### config.mk
export PLATFORM = sky130hd
export DESIGN_NAME = uart_tx_fifo
export DESIGN_NICKNAME = d
export VERILOG_FILES = /design/src/rtl/uart_tx_fifo.sv
export SDC_FILE = /design/constraint.sdc
export NUM_CORES = 1
export LEC_CHECK = 0
export BUFFER_PORTS_ARGS = -buffer_cell sky130_fd_sc_hd__buf_2
export CAP_MARGIN = 15
export CORE_AREA = 2 2 71 87
export DETAILED_ROUTE_END_ITERATION = 8
export DIE_AREA = 0 0 73 89
export PLACE_DENSITY_LB_ADDON = 0.25
export SLEW_MARGIN = 25
export SYNTH_ARGS = -nofsm -noshare
export SYNTH_HDL_FRONTEND = slang
export SYNTH_SLANG_ARGS = --single-unit
### constraint.sdc
create_clock -name clk -period 2.2 [get_ports clk]
set_clock_uncertainty 0.05 [all_clocks]
set_input_delay 0.33 -clock clk [delete_from_list [all_inputs] [get_ports clk]]
set_output_delay 0.33 -clock clk [all_outputs]
set_load 0.1 [all_outputs]
### src/rtl/uart_tx_fifo.sv
// uart_tx_fifo: FIFO-buffered UART transmitter with configurable data, parity and stop framing
module uart_tx_fifo #(
  parameter int CLK_FREQ   = 50_000_000,
  parameter int BAUD       = 115200,
  parameter int DATA_BITS  = 8,
  parameter int PARITY     = 0,
  parameter int STOP_BITS  = 1,
  parameter int FIFO_DEPTH = 4,
  localparam int AW        = $clog2(FIFO_DEPTH)
) (
  input  logic                 clk,
  input  logic                 rstn,
  input  logic                 in_valid,
  input  logic [DATA_BITS-1:0] in_data,
  output logic                 in_ready,
  output logic                 tx,
  output logic                 tx_busy,
  output logic                 tx_done,
  output logic [AW:0]          fifo_count
);
  localparam int BAUD_DIV = CLK_FREQ / BAUD;
  localparam int CW = $clog2(BAUD_DIV);
  localparam logic [CW-1:0] LAST_B = CW'(BAUD_DIV - 1);
  localparam logic [3:0] LAST_D = 4'(DATA_BITS - 1);
  localparam logic [3:0] LAST_S = 4'(STOP_BITS - 1);
  localparam logic [AW:0] FULL = (AW+1)'(FIFO_DEPTH);

  typedef enum logic [2:0] {IDLE, START, DATA, PAR, STOP} state_t;

  logic [DATA_BITS-1:0] mem_q [FIFO_DEPTH];
  logic [AW-1:0]        wr_q, rd_q;
  logic [AW:0]          cnt_q, cnt_d;
  state_t               state_q, state_d;
  logic [CW-1:0]        baud_q, baud_d;
  logic [3:0]           bit_q, bit_d;
  logic [DATA_BITS-1:0] sh_q, sh_d, head;
  logic                 par_q, par_d;
  logic                 tx_q, tx_d, busy_q, busy_d, done_q, done_d;
  logic                 push, pop, bit_end;

  assign in_ready   = cnt_q != FULL;
  assign push       = in_valid & in_ready;
  assign head       = mem_q[rd_q];
  assign bit_end    = baud_q == LAST_B;
  assign cnt_d      = (push & ~pop) ? cnt_q + 1'b1 : (pop & ~push) ? cnt_q - 1'b1 : cnt_q;
  assign fifo_count = cnt_q;
  assign tx         = tx_q;
  assign tx_busy    = busy_q;
  assign tx_done    = done_q;

  // FIFO storage; pointer reset alone makes stale contents unreachable
  always_ff @(posedge clk) begin
    if (push) mem_q[wr_q] <= in_data;
  end

  // FIFO pointers and occupancy
  always_ff @(posedge clk or negedge rstn) begin
    if (!rstn) begin
      wr_q  <= '0;
      rd_q  <= '0;
      cnt_q <= '0;
    end else begin
      if (push) wr_q <= wr_q + 1'b1;
      if (pop) rd_q <= rd_q + 1'b1;
      cnt_q <= cnt_d;
    end
  end

  // framing FSM next state; outputs are decoded from the current state and registered
  always_comb begin
    state_d = state_q;
    baud_d  = bit_end ? '0 : baud_q + 1'b1;
    bit_d   = bit_q;
    sh_d    = sh_q;
    par_d   = par_q;
    pop     = 1'b0;
    unique case (state_q)
      IDLE: begin
        baud_d = '0;
        if (cnt_q != '0) begin
          pop     = 1'b1;
          sh_d    = head;
          par_d   = (PARITY == 1) ? ~^head : ^head;
          state_d = START;
        end
      end
      START: begin
        if (bit_end) begin
          state_d = DATA;
          bit_d   = '0;
        end
      end
      DATA: begin
        if (bit_end) begin
          sh_d  = sh_q >> 1;
          bit_d = bit_q + 4'd1;
          if (bit_q == LAST_D) begin
            state_d = (PARITY != 0) ? PAR : STOP;
            bit_d   = '0;
          end
        end
      end
      PAR: begin
        if (bit_end) begin
          state_d = STOP;
          bit_d   = '0;
        end
      end
      STOP: begin
        if (bit_end) begin
          bit_d = bit_q + 4'd1;
          if (bit_q == LAST_S) state_d = IDLE;
        end
      end
      default: state_d = IDLE;
    endcase
    tx_d   = (state_q == START) ? 1'b0 : (state_q == DATA) ? sh_q[0] : (state_q == PAR) ? par_q : 1'b1;
    busy_d = state_q != IDLE;
    done_d = (state_q == STOP) && bit_end && (bit_q == LAST_S);
  end

  // FSM state, bit timing and registered line outputs
  always_ff @(posedge clk or negedge rstn) begin
    if (!rstn) begin
      state_q <= IDLE;
      baud_q  <= '0;
      bit_q   <= '0;
      sh_q    <= '0;
      par_q   <= 1'b0;
      tx_q    <= 1'b1;
      busy_q  <= 1'b0;
      done_q  <= 1'b0;
    end else begin
      state_q <= state_d;
      baud_q  <= baud_d;
      bit_q   <= bit_d;
      sh_q    <= sh_d;
      par_q   <= par_d;
      tx_q    <= tx_d;
      busy_q  <= busy_d;
      done_q  <= done_d;
    end
  end
endmodule

Word level (Yosys, flattened, before mapping)
Memory sizes are Yosys's and may differ from the RTL's.
Index checks and enable logic that the tools add are counted.
{"block": "classes", "mul": 0, "n_mux": 27, "order_cmp": 0, "n_div": 0, "eq_ne": 15, "reduce_logical": 15, "n_shift": 0, "addsub": 6, "bitwise_logic": 5}
{"cell": "3-bit two-way mux", "n": 9}
{"cell": "9-bit two-way mux", "n": 2}
{"cell": "4-bit two-way mux", "n": 4}
{"cell": "8-bit two-way mux", "n": 2}
{"cell": "8-bit case mux with 2 select lines", "n": 1}
{"cell": "3-bit case mux with 5 select lines", "n": 1}
{"cell": "2-bit != test, second input constant", "n": 7}
{"cell": "4-bit case mux with 3 select lines", "n": 1}
{"cell": "9-bit by 1-bit adder with 9-bit output, second input constant", "n": 1}
{"cell": "9-bit == test, second input constant", "n": 1}
{"cell": "3-bit nonzero test", "n": 3}
{"cell": "8-bit parity", "n": 1}
{"cell": "1-bit two-way mux", "n": 7}
{"cell": "7-bit AND reduction", "n": 1}
{"cell": "3-bit by 2-bit == test with 1-bit output, second input constant", "n": 2}
{"cell": "2-bit by 1-bit adder with 2-bit output, second input constant", "n": 2}
{"cell": "4-bit by 1-bit adder with 4-bit output, second input constant", "n": 1}
{"cell": "4-bit by 3-bit == test with 1-bit output, second input constant", "n": 1}
{"cell": "4-bit zero test", "n": 1}
{"cell": "4-bit AND reduction", "n": 1}
{"cell": "2-bit nonzero test", "n": 2}
{"cell": "3-bit by 1-bit adder with 3-bit output, second input constant", "n": 1}
{"cell": "1-bit AND", "n": 3}
{"cell": "3-bit by 1-bit == test with 1-bit output, second input constant", "n": 1}
{"cell": "other kinds (10)", "n": 12}
{"block": "word_totals", "ramBits": 32, "ff_bits": 35, "latchBits": 0, "elab_cells": 80, "inputBits": 11, "out_inout_bits": 7, "rom_bits": 0, "mem_count": 1}
{"name": "mem_q", "depth": 4, "word_bits": 8, "read_ports": 1, "rd_clocked_by_memory_dff": 0, "wr": 1, "line": "30", "text": "logic [DATA_BITS-1:0] mem_q [FIFO_DEPTH];"}

Longest topological paths before layout
{"block": "depth", "depth_word": 6, "depth_mapped": 11, "depth_no_buf": 9}

Least setup slack after synthesis
No wires, ideal clock.
{"block": "synth_path", "kind": "register to register", "start": "reg cnt_q[2], in the netlist fifo_count[2]", "end": "reg cnt_q[1], in the netlist fifo_count[1]", "period_less_slack_ps": 3430, "slack_ps": -1230, "stages_incl_launch_ff": 7, "n_path_buf": 0, "arrival_ps": 3253, "setup_ps": 126, "required_time_ps": 2024, "cell_sequence": "dfrtp_1 nand2_1 and2_0 ha_1 inv_1 fa_1 mux2_2"}
{"block": "synth_between", "elab_cells_between_ends": 11, "classes_between": "1 x eq/ne; 3 x mux; 5 x bitwise; 2 x reduce/logical"}
{"item": "start: declaration", "line": "32", "text": "logic [AW:0] cnt_q, cnt_d;"}
{"item": "start signal: assignment", "line": "65", "text": "cnt_q <= cnt_d;"}
{"item": "3-bit != test", "line": "41", "text": "assign in_ready = cnt_q != FULL;"}
{"item": "net in_ready", "line": "15", "text": "output logic in_ready,"}
{"item": "1-bit AND", "line": "42", "text": "assign push = in_valid & in_ready;"}
{"item": "net push", "line": "39", "text": "logic push, pop, bit_end;"}
{"item": "1-bit AND", "line": "45", "text": "assign cnt_d = (push & ~pop) ? cnt_q + 1'b1 : (pop & ~push) ? cnt_q - 1'b1 : cnt_q;"}
{"item": "3-bit two-way mux", "line": "45"}
{"item": "net cnt_d[1]", "line": "32"}
The timed path passes the listed nets, and every way through them passes these cells.
A chain may end at the register's enable or synchronous reset.

Final worst setup path
{"block": "layout_path", "start": "reg state_q[1]", "end": "reg cnt_q[1], in the netlist fifo_count[1]"}
{"block": "layout_between", "elab_chain_cells": 5, "elab_cells_between_ends": 7, "classes_between": "2 x mux; 3 x bitwise; 2 x reduce/logical"}
{"item": "start: declaration", "line": "33", "text": "state_t state_q, state_d;"}
{"item": "start signal: assignment", "line": "134", "text": "state_q <= state_d;"}
{"item": "3-bit zero test", "line": "77", "text": "unique case (state_q)"}
{"item": "1-bit two-way mux", "line": "77"}
{"item": "1-bit inverter", "line": "45"}
{"item": "1-bit AND", "line": "45"}
{"item": "3-bit two-way mux", "line": "45"}
{"item": "net cnt_d[1]", "line": "32"}
The timed path passes the listed nets, and every way through them passes these cells.

==> out/metrics.cfg <==
[global_route]
grt_max_degree = 36
antenna_found_initial = 0
overflow = 0
grt_pass1_vias = 1709
grt_usage_pct = 17.07
grt_pass1_wl_um = 8079

[synth]
syn_area_um2 = 2993
yosysTopAreaCellShare_pct = 32.11
ys_types = 38
synth_top_area_cell = edfxtp_1
ys_seq_area_share_pct = 61.41
synth-edff-count = 32
async_reset_ff_share_pct = 52.24
syn_nets = 247
synthFlopType = dfrtp_1
yosys_warnings = 0
syn_inst = 226
synth_seq_cells = 67
postSynthAreaPerCell_um2 = 13.24
netlist_top_cells_area = edfxtp_1 32%, dfrtp_1 28%, mux4_2 6.0%

[setup_path]
critical_path_required_ns = 2.38
crit_slowest_cell = or3_1
path_max_fanout = 5
arrival_ns = 2.24
crit_family = simple AND/OR/NAND/NOR gates
crit_path_frequent_cell = inv_2
slowest_delay_ns = 0.48
crit_buf_inv = 2
critPathCaptureType = flip-flop
critPathKind = reg2reg
crit_path_cell_trace = or3_1 > nor2_4 > inv_2 > ha_4 > inv_2 > fa_1 > mux2_4
start_kind = flip-flop

[pwr]
clock_power_share_pct = 30.8
p_switching_mw = 1.096
p_int_mw = 2.404
ir_drop_uv = 688.8
power_frac_seq_pct = 46.3
swShare_pct = 31.33
leakage_nw = 1.371
fin_total_pwr_mw = 3.500
combPwrFrac_pct = 22.9
power_density_nw_per_um2 = 1015

[timing]
worst_pin_slew_ns = 0.7764
relSlewSlack_pct = 48.24
period_minus_slack_ns = 2.065
finalHoldViolations = 0
fmax_mhz = 484.3
post-route-worst-setup-slack_ns = 0.1352
setup_viol = 0
fin_crit_sh_pct = 93.86
holdWs_ns = 0.01823
drv_slew = 0
setup_tns_ns = 0
rsz0062_at_grt = no

[clock_network]
post_cts_resized = 0
root_buffer = clkbuf_8
clk_latency_ns = 0.34
numCtsBuffers = 9
cts.sinks = 67
htreeDepth = 3
cts_hold_buf = 0
clk_pin_slew_ns = 0.07
tritoncts = yes
cts.path.max_buffers = 2
postCtsSetupRepairBufs = 0

[floorplanning]
initial_utilization_pct = 53.51
die_h_um = 89
dieArea_um2 = 6497
die_x_um = 73
core-area_um2 = 5593
ios = 18
rows = 30

[placed_design]
dp_hpwl_um = 3382
gp_congestion = 0.8007
port_buffers = 17
pre_cts_ws_ns = 0.1222
dp_cells = 308
place_area_um2 = 3241

[worst_hold_path]
min_path_type = in2async

[finish]
layout_commonest_cell = edfxtp_1
final_area_um2 = 3448
fin_util_pct = 61.66
drive_above_1_share_pct = 23.46
num-fill-cells = 430
final_cell_count_no_fill = 324
antenna_cells = 0
final_cell_mix = 32 x edfxtp_1, 31 x dfrtp_1, 21 x nand2_1
nets = 276
area_delta_synth_final_pct = 15.22

[routing]
post-route-drc-count = 0
drtIter0Drc = 92
vias = 1721
viasPerCell = 5.312
ant_nets = 0
post_drt_wl_per_cell_um = 15.00
dr.pass1.iters = 4
wl_um = 4859

[outcome]
outcome = finished, final reports clean

[flow_run]
timing.max_cap.violations = 0

-- state kept, by name, summed over array words and instances, names as in the netlist --
signal / cells
baud_q: 9
tx_done: 1
par_q: 1
state_q: 3
tx: 1
wr_q: 2
tx_busy: 1
mem_q: 32
bit_q: 4
fifo_count: 3
sh_q: 8
rd_q: 2
-- power groups by stage --
stage / Sequential [mW] / Clock [mW] / Combinational (mW)
finish: 1.62 / 1.08 / 0.801
global route: 1.64 / 1.16 / 0.862
CTS: 1.62 / 1.10 / 0.814
detailed placement: 1.65 / 0 / 0.813
global placement: 1.64 / 0 / 0.796
floorplan: 1.83 / 0 / 0.449
-- path summary, 6_finish.rpt --
path                            startpoint       endpoint  slack [ns]  cells past startpoint
worst max-delay path            state_q[1]  fifo_count[1]        0.14                      7
worst min-delay path                  rstn      baud_q[1]        0.02                      1
worst max register to register  state_q[1]  fifo_count[1]        0.14                      7
worst min register to register     sh_q[6]        sh_q[6]        0.44                      2
max in group asynchronous             rstn  fifo_count[0]        1.51                      1
min in group clk                in_data[7]    mem_q[1][7]        0.16                      1
-- final cells by class --
type / instances / area [um2] / share of cell area, %
flip-flops and latches: 67 / 1849 / 53.63
clock inverters: 6 / 80.08 / 2.322
clock buffers: 10 / 127.6 / 3.701
well taps: 64 / 80.08 / 2.322
multi-input cells: 141 / 1116 / 32.37
repair buffers: 24 / 150.1 / 4.354
inverters: 12 / 45.04 / 1.306
-- logic make-up (layout without fill, tap and decap cells) --
logic type / count (synthesis) / after routing / share of synthesized area [%]
adder cells (fa/ha/maj): 10 / 10 / 4.432
multiplexers: 18 / 18 / 9.406
AO/OA/AOI/OAI: 26 / 26 / 4.975
flip-flops: 67 / 67 / 61.41
AND/OR/NAND/NOR: 67 / 67 / 11.04
buffers and inverters: 18 / 52 / 2.884
XOR/XNOR: 20 / 20 / 5.853
-- synth_stat cells, types with 2 or more instances --
master    count
nand3_1       7
nor2_1       19
ha_1          9
inv_1        12
and3_1        4
dfrtp_1      34
o21ai_0      13
nand4_1       2
a21oi_1       5
buf_2         2
xnor2_1      15
nand2b_1      5
o21ai_1       2
nand2_1      22
xor2_1        5
edfxtp_1     32
mux2i_1       9
buf_6         2
mux4_2        8
-- routing by layer --
layer  up-vias  part of all wire, %  global-route usage (%)
met5         -                    0                       0
met3         7                  3.1                   5.411
met1       836                   44                   20.38
met2        29                   52                   28.34
li1        849                    -                       -
met4         0                  1.5                   7.576
Power figures use the tool's default switching activity.
